[src/rtl/axis_pkg.sv]
// Shared defaults and state encoding for the sorted-packet stream receiver.
package axis_pkg;

  localparam int AXIS_WIDTH   = 16;
  localparam int AXIS_ADDRESS = 4;

  // RECV accepts beats; HOLD parks the captured packet until the host acks.
  typedef enum logic {
    RECV = 1'b0,
    HOLD = 1'b1
  } state_t;

endpackage

[src/rtl/sort_rx_mem.sv]
// Packet buffer: DEPTH x WIDTH, one write port, one registered read port.
// A read and a write to the same address in one cycle returns the old word.
module sort_rx_mem
  import axis_pkg::*;
#(
  parameter int WIDTH   = AXIS_WIDTH,
  parameter int ADDRESS = AXIS_ADDRESS
) (
  input  logic               clk,
  input  logic               reset,
  input  logic               wr_en,
  input  logic [ADDRESS-1:0] wr_addr,
  input  logic [WIDTH-1:0]   wr_data,
  input  logic [ADDRESS-1:0] rd_addr,
  output logic [WIDTH-1:0]   rd_data
);

  localparam int DEPTH = 2 ** ADDRESS;

  logic [WIDTH-1:0] mem_q [DEPTH];
  logic [WIDTH-1:0] rd_data_q;
  logic [WIDTH-1:0] rd_data_d;

  // Storage array is left unreset so it maps onto block RAM.
  always_ff @(posedge clk) begin
    if (wr_en) begin
      mem_q[wr_addr] <= wr_data;
    end
  end

  // Array lookup feeding the read register.
  always_comb begin
    rd_data_d = mem_q[rd_addr];
  end

  // Registered read port; clears on reset so rd_data is defined afterwards.
  always_ff @(posedge clk) begin
    if (reset) begin
      rd_data_q <= '0;
    end else begin
      rd_data_q <= rd_data_d;
    end
  end

  assign rd_data = rd_data_q;

endmodule

[src/rtl/axis_sort_rx.sv]
// Stream packet receiver: stores up to DEPTH beats, flags whether the packet
// was non-decreasing and whether it overran the buffer, then holds the result
// until the host acknowledges.
module axis_sort_rx
  import axis_pkg::*;
#(
  parameter int WIDTH   = AXIS_WIDTH,
  parameter int ADDRESS = AXIS_ADDRESS
) (
  input  logic               clk,
  input  logic               reset,
  input  logic               ovalid,
  output logic               oready,
  input  logic               olast,
  input  logic [WIDTH-1:0]   odata,
  input  logic [ADDRESS-1:0] rd_addr,
  output logic [WIDTH-1:0]   rd_data,
  output logic               pkt_done,
  output logic [ADDRESS:0]   pkt_len,
  output logic               sorted,
  output logic               overflow,
  input  logic               ack
);

  localparam int DEPTH = 2 ** ADDRESS;
  localparam logic [ADDRESS:0] LEN_FULL = (ADDRESS + 1)'(DEPTH);

  state_t             state_q, state_d;
  logic [ADDRESS:0]   pkt_len_q, pkt_len_d;
  logic               sorted_q, sorted_d;
  logic               overflow_q, overflow_d;
  logic               pkt_done_q, pkt_done_d;
  logic               have_prev_q, have_prev_d;
  logic [WIDTH-1:0]   prev_q, prev_d;

  logic               beat;
  logic               wr_en;
  logic [ADDRESS-1:0] wr_addr;

  // Ready is a pure decode of the state register.
  assign oready  = (state_q == RECV);
  assign beat    = ovalid && oready;
  // Beats past the buffer end are still accepted but not stored.
  assign wr_en   = beat && (pkt_len_q != LEN_FULL);
  assign wr_addr = pkt_len_q[ADDRESS-1:0];

  // Next-state, counter and ordering logic.
  always_comb begin
    state_d     = state_q;
    pkt_len_d   = pkt_len_q;
    sorted_d    = sorted_q;
    overflow_d  = overflow_q;
    pkt_done_d  = 1'b0;
    have_prev_d = have_prev_q;
    prev_d      = prev_q;
    case (state_q)
      RECV: begin
        if (beat) begin
          have_prev_d = 1'b1;
          prev_d      = odata;
          // Discarded overflow beats still take part in the ordering check.
          if (have_prev_q && (odata < prev_q)) begin
            sorted_d = 1'b0;
          end
          if (pkt_len_q == LEN_FULL) begin
            overflow_d = 1'b1;
          end else begin
            pkt_len_d = pkt_len_q + 1'b1;
          end
          if (olast) begin
            state_d    = HOLD;
            pkt_done_d = 1'b1;
          end
        end
      end
      HOLD: begin
        if (ack) begin
          state_d     = RECV;
          pkt_len_d   = '0;
          sorted_d    = 1'b1;
          overflow_d  = 1'b0;
          have_prev_d = 1'b0;
        end
      end
      default: begin
        state_d = RECV;
      end
    endcase
  end

  // State and status registers; reset wins over ack and beats.
  always_ff @(posedge clk) begin
    if (reset) begin
      state_q     <= RECV;
      pkt_len_q   <= '0;
      sorted_q    <= 1'b1;
      overflow_q  <= 1'b0;
      pkt_done_q  <= 1'b0;
      have_prev_q <= 1'b0;
      prev_q      <= '0;
    end else begin
      state_q     <= state_d;
      pkt_len_q   <= pkt_len_d;
      sorted_q    <= sorted_d;
      overflow_q  <= overflow_d;
      pkt_done_q  <= pkt_done_d;
      have_prev_q <= have_prev_d;
      prev_q      <= prev_d;
    end
  end

  assign pkt_len  = pkt_len_q;
  assign sorted   = sorted_q;
  assign overflow = overflow_q;
  assign pkt_done = pkt_done_q;

  sort_rx_mem #(
    .WIDTH  (WIDTH),
    .ADDRESS(ADDRESS)
  ) u_mem (
    .clk    (clk),
    .reset  (reset),
    .wr_en  (wr_en),
    .wr_addr(wr_addr),
    .wr_data(odata),
    .rd_addr(rd_addr),
    .rd_data(rd_data)
  );

endmodule

[config.mk]
export PLATFORM = sky130hd
export DESIGN_NAME = axis_sort_rx
export DESIGN_NICKNAME = d
export VERILOG_FILES = /design/src/rtl/axis_pkg.sv /design/src/rtl/sort_rx_mem.sv /design/src/rtl/axis_sort_rx.sv
export SDC_FILE = /design/constraint.sdc
export NUM_CORES = 1
export LEC_CHECK = 0
export BUFFER_PORTS_ARGS = -buffer_cell sky130_fd_sc_hd__buf_4
export CAP_MARGIN = 20
export CORE_MARGIN = 3
export CORE_UTILIZATION = 43
export DETAILED_ROUTE_END_ITERATION = 10
export GPL_ROUTABILITY_DRIVEN = 1
export MAX_ROUTING_LAYER = met4
export PLACE_DENSITY = 0.7
export SYNTH_ARGS = -nofsm -noshare
export SYNTH_HDL_FRONTEND = slang
export SYNTH_SLANG_ARGS = --single-unit
[constraint.sdc]
create_clock -name clk -period 2.09 [get_ports clk]
set_input_delay 0 -clock clk [delete_from_list [all_inputs] [get_ports clk]]
set_output_delay 0 -clock clk [all_outputs]
set_load 0.005 [all_outputs]
### Yosys cells after proc, flatten, opt, wreduce, memory -nomap -nowiden

Memory sizes are Yosys's and may differ from the RTL's. A register that Yosys moved wholly into a read port is not among the register bits.
Index checks and enable logic that the tools add are counted.

| cells by class | value |
|---|---|
| equality and inequality tests | 7 |
| $mul | 0 |
| multiplexer cells | 20 |
| reduce and logical (&&, ||, !) cells | 9 |
| bitwise gates (word level) | 1 |
| order comparisons | 1 |
| divide/modulo/power cells | 0 |
| shift-type cells | 0 |
| $add $sub $neg | 1 |

Operators by type and width:

| operator | count |
|---|---|
| $lt A16 B16 Y1 | 1 |
| $mux W5 | 3 |
| $mux W1 | 12 |
| $pmux W5 S2 | 1 |
| $reduce_and A3 Y1 | 3 |
| $pmux W1 S2 | 4 |
| $ne A2 B1 Y1 const B | 3 |
| $add A5 B1 Y5 const B | 1 |
| $eq A5 B5 Y1 const B | 1 |
| $ne A5 B5 Y1 const B | 1 |
| $ne A2 B2 Y1 const B | 2 |
| $reduce_and A2 Y1 | 2 |
| $logic_and A1 B1 Y1 | 3 |
| $reduce_or A2 Y1 | 1 |
| $not A1 Y1 | 1 |

| storage, ports and cells | value |
|---|---|
| bits of input ports | 25 |
| memory bits (read-only) | 0 |
| logic and storage cells | 47 |
| memories kept | 1 |
| output and inout port bits | 25 |
| bits in writable memories | 256 |
| bits in latches | 0 |
| register bits after elaboration | 26 |

Memories:

| memory | depth | bits a word | rd ports | clocked after memory_dff | wr ports | line | source |
|---|---|---|---|---|---|---|---|
| u_mem.mem_q | 16 | 16 | 1 | 1 | 1 | sort_rx_mem.sv:20 | `logic [WIDTH-1:0] mem_q [DEPTH];` |

### Logic depth before layout (Yosys ltp)

| logic depth | value |
|---|---|
| word-level depth | 5 |
| mapped depth | 8 |
| gate-level depth less buffers | 7 |

### Cells and area by module

Synthesis repeated with hierarchy kept, for this count alone.

| unflattened totals | value |
|---|---|
| cell total of the unflattened synthesis | 710 |
| area, all modules | 11771.3 um^2 |

Modules (own cells, without submodules):

| module | area an instance (um^2) | instances | sequential area each (um^2) | cells an instance |
|---|---|---|---|---|
| sort_rx_mem | 10418.7 | 1 | 8007.7 | 539 |
| axis_sort_rx | 1352.5 | 1 | 520.5 | 171 |

### Least setup slack after synthesis

Ideal clock, no wire load.

| timing | value |
|---|---|
| path kind | reg-to-reg |
| start | register pkt_len_q[0] (netlist: pkt_len[0]) |
| end | memory u_mem.mem_q[3][0] in the netlist's numbering (enable) |
| library setup time | 0.374 ns |
| path buffers | 0 |
| stages on the path, launching flop included | 6 |
| setup slack | -0.032 ns |
| required time | 1.716 ns |
| data arrival time | 1.748 ns |
| clock period less this slack | 2.122 ns |
| path through | dfxtp_1 > inv_1 > ha_1 > and4bb_2 > nor4_1 > and2_1 |

| between the ends | value |
|---|---|
| word-level cells in the longest chain between the ends | 4 |

Ends and longest elaborated chain:

| element | line | source |
|---|---|---|
| start, declared | axis_sort_rx.sv:29 | `logic [ADDRESS:0] pkt_len_q, pkt_len_d;` |
| start signal, assigned | axis_sort_rx.sv:103 | `pkt_len_q <= pkt_len_d;` |
| $ne A5 B5 Y1 | axis_sort_rx.sv:44 | `assign wr_en = beat && (pkt_len_q != LEN_FULL);` |
| $logic_and A1 B1 Y1 | axis_sort_rx.sv:44 |  |
| $mux W1 | sort_rx_mem.sv:26 | `if (wr_en) begin` |
| $mux W1 (not written as such) | sort_rx_mem.sv:27 | `mem_q[wr_addr] <= wr_data;` |
| end, declared | sort_rx_mem.sv:20 |  |

Several ways; a longest one is shown, not always the timed one.

### Worst setup path in the final report

| timing | value |
|---|---|
| start | register pkt_len_q[0] (netlist: pkt_len[0]) |
| end | memory u_mem.mem_q[0][0] in the netlist's numbering (enable) |

The elaborated chain is that of the path after synthesis.

==> impl_metrics.ini <==
[pwr]
cellPowerDensity_nw_per_um2 = 883.4
comb_power_share_pct = 6.8
p_leak_nw = 4.788
power.internal_mw = 9.639
net_sw_power_mw = 2.644
max-vdd-ir-drop_mv = 0.6415
power_switching_share_pct = 21.52
share_seq_of_total_power_pct = 53.7
clock_power_share_pct = 39.5

[layout]
n_fill_cell = 2110
area_delta_synth_final_pct = 18.87
final_cells = 1148
final_common_cell = sky130_fd_sc_hd__edfxtp_1
mostFrequentLayoutCells = 256 x sky130_fd_sc_hd__edfxtp_1, 75 x sky130_fd_sc_hd__buf_4, 61 x sky130_fd_sc_hd__nand2_1
post-route-util_pct = 52.61
finish.instance_area_sq_um = 13900
nets = 835
share_of_cells_above_drive_strength_1_pct = 23.37
diodes = 0

[place]
dpl.hpwl_microns = 16850
port_buffers = 49
dpl_worst_slack_ns = -0.08975
post_dp_cell_area_sq_um = 12790
gp_routability_congestion = 0.8047
placed_cells_incl_taps = 1072

[detailed_routing]
route.detailed.wl_per_inst_microns = 23.32
drt_first_pass_iters = 4
wl_met3_microns = 1943
drc_violation_count_after_routing = 0
highest-signal-layer = met4
routedLengthMet1_microns = 10860
routed-via-count = 6440
detail_route.iter0.violations = 538
wirelength_microns = 26770
route.detailed.vias_per_inst = 5.610
wl_met2_microns = 12980
final_antenna_net_count = 0

[logic_synthesis]
syn-mean-instance-area_sq_um = 17.20
synth_async_sr_flop_share_pct = 0
ys_dominant_reg_cell = sky130_fd_sc_hd__edfxtp_1
synth.distinct_cells = 40
post_synth_inst_count = 680
postSynthNetCount = 724
synth_enable_flop_cells = 256
synth_seq_cells = 298
warnings_synthesis = 0
synthesis.area_sq_um = 11700
synth-seq-area-share_pct = 72.91

[floorplanning]
initial_utilization_pct = 44.26
dieHeight_microns = 170.9
die_width_microns = 170.9
design.die.area_sq_um = 29220
io_pins = 50
rows = 59
floorplan.core_area_sq_um = 26430

[timing]
fin_skew_ns = 0.01047
timing.hold.ws_ns = 0.02617
fmaxAchievable_mhz = 515.8
maxSlewHeadroom_pct = 49.31
maxSlewViolCount = 0
hold_violation_total_from_the_final_report = 0
timing.final.setup_violations = 0
tightestPinTransition_ns = 0.7576
period_needed_ns = 1.939
layout_worst_path_cycle_share_pct = 92.77
postLayoutSetupSlackWorst_ns = 0.1512

[global_routing]
grt_start_max_net_pins = 57
grtUsageTotal_pct = 19.00
grt_first_pass_wirelength_microns = 39890
number_of_global_route_vias_before_repair = 6469
antenna_violations_before_repair = 0
grt_overflow_total = 0

[clock_tree]
clock_tree_from_tritoncts = built
clock_latency_ns = 0.54
cts.sinks = 298
clock_buffer_count_from_cts = 30
clock_tree.root_cell = sky130_fd_sc_hd__clkbuf_16
clock_path_buffers = 3
cts.htree.levels = 1
clk_pin_slew_ns = 0.06

[critical_path]
crit_path_start_kind = flop
worst-endpoint-required_ns = 2.34
path_class = reg -> reg
timing.reg2reg.worst_path_depth = 6
worst-endpoint-arrival_ns = 2.18
crit_path_capture_type = flop
crit_fanout = 16

[flow_run]
count_of_max_cap_constraint_violations = 0

[min_path]
min_delay_path_depth = 4
worst_hold_class = in -> reg

[status]
outcome = completed
==> logic make-up after synthesis <==
kind of cell | Yosys count | synth area share, %
buffers and inverters | 54 | 2.514
flip-flops | 298 | 72.91
AO/OA/AOI/OAI | 96 | 5.273
multiplexers | 78 | 11.55
adder cells (fa/ha/maj) | 19 | 2.032
XOR/XNOR | 3 | 0.2247
AND/OR/NAND/NOR | 132 | 5.498
==> Yosys cell counts (2+ instances only) <==
cell type | instances | area (sq um)
sky130_fd_sc_hd__mux4_2 | 45 | 1013
sky130_fd_sc_hd__xor2_1 | 3 | 26.28
sky130_fd_sc_hd__o21ai_1 | 3 | 15.01
sky130_fd_sc_hd__a211oi_1 | 23 | 172.7
sky130_fd_sc_hd__nor2b_1 | 24 | 150.1
sky130_fd_sc_hd__nand2b_1 | 4 | 25.02
sky130_fd_sc_hd__o22ai_1 | 4 | 25.02
sky130_fd_sc_hd__mux2i_1 | 27 | 270.3
sky130_fd_sc_hd__a2111oi_0 | 2 | 17.52
sky130_fd_sc_hd__o21ai_0 | 16 | 80.08
sky130_fd_sc_hd__dfxtp_1 | 42 | 840.8
sky130_fd_sc_hd__edfxtp_1 | 256 | 7687
sky130_fd_sc_hd__buf_2 | 6 | 30.03
sky130_fd_sc_hd__nor3_1 | 2 | 10.01
sky130_fd_sc_hd__clkbuf_1 | 16 | 60.06
sky130_fd_sc_hd__inv_1 | 20 | 75.07
sky130_fd_sc_hd__nand4_1 | 2 | 12.51
sky130_fd_sc_hd__o211ai_1 | 7 | 52.55
sky130_fd_sc_hd__ha_1 | 19 | 237.7
sky130_fd_sc_hd__buf_1 | 2 | 7.510
sky130_fd_sc_hd__and2_1 | 16 | 100.1
sky130_fd_sc_hd__nand2_1 | 61 | 229.0
sky130_fd_sc_hd__mux2_2 | 6 | 67.56
sky130_fd_sc_hd__a32oi_1 | 2 | 17.52
sky130_fd_sc_hd__a22oi_1 | 12 | 90.09
sky130_fd_sc_hd__nor3b_1 | 3 | 22.52
sky130_fd_sc_hd__nor2_1 | 14 | 52.55
sky130_fd_sc_hd__buf_6 | 7 | 78.83
sky130_fd_sc_hd__a21oi_1 | 24 | 120.1
sky130_fd_sc_hd__nand3_1 | 2 | 10.01
==> sequential cells by signal, indices dropped and copies added, names as in the netlist <==
register / flops
state_q: 1
u_mem.rd_data: 16
sorted: 1
prev_q: 16
pkt_done: 1
overflow: 1
u_mem.mem_q: 256
pkt_len: 5
have_prev_q: 1
==> per-layer routing <==
layer	track usage, %	up-vias
met1	24.64	3290
met2	29.95	232
met5	-	-
li1	-	2865
met3	4.182	53
met4	6.613	0
==> area by class of cell <==
class	instances	area [sq um]	share of cell area (%)
flip-flops and latches	298	8528	61.33
multi-input cells	328	2889	20.78
repair buffers	113	1104	7.937
clock buffers	38	812.0	5.840
well taps	335	419.2	3.014
clock inverters	16	77.57	0.5579
inverters	20	75.07	0.5399
==> final timing paths <==
path | from | end | slack [ns]
setup / recovery | pkt_len[0]$_SDFFE_PP0P_ | u_mem.mem_q[0][0]$_DFFE_PP_ | 0.15
hold / removal | odata[2] | prev_q[2]$_SDFFE_PP0P_ | 0.03
setup reg to reg | pkt_len[0]$_SDFFE_PP0P_ | u_mem.mem_q[0][0]$_DFFE_PP_ | 0.15
hold reg to reg | prev_q[8]$_SDFFE_PP0P_ | prev_q[8]$_SDFFE_PP0P_ | 0.46
==> through the flow <==
stage               power [mW]  setup TNS, ns
floorplan                7.135              0
global placement         7.505         -1.351
detailed placement       7.522         -2.787
CTS                      12.36         -3.408
global route             12.67        -0.1395
finish                   12.28              0
==> power groups by stage <==
stage | clock network [mW] | registers (mW) | logic [mW]
floorplan | 0 | 6.72 | 0.416
global placement | 0 | 6.71 | 0.792
detailed placement | 0 | 6.72 | 0.805
CTS | 4.93 | 6.59 | 0.840
global route | 5.16 | 6.60 | 0.909
finish | 4.86 | 6.59 | 0.834
==> what timing repair did <==
item | 4_1_cts | 5_1_grt
hold buffers | 22 | 0
resized for setup | 0 | 3
endpoints found under the setup margin | 32 | 64
setup buffers | 0 | 0
cloned | 0 | 0
endpoints found under the hold margin | 268 | 0
==> critical path: stages (launching register included) <==
cell,delay [ns]
sky130_fd_sc_hd__dfxtp_1,0.32
sky130_fd_sc_hd__inv_1,0.07
sky130_fd_sc_hd__ha_1,0.21
sky130_fd_sc_hd__and4bb_2,0.28
sky130_fd_sc_hd__nor4_2,0.34
sky130_fd_sc_hd__and2_2,0.26
sky130_fd_sc_hd__buf_12,0.16
No activity file was read; power rests on OpenSTA's default activity.
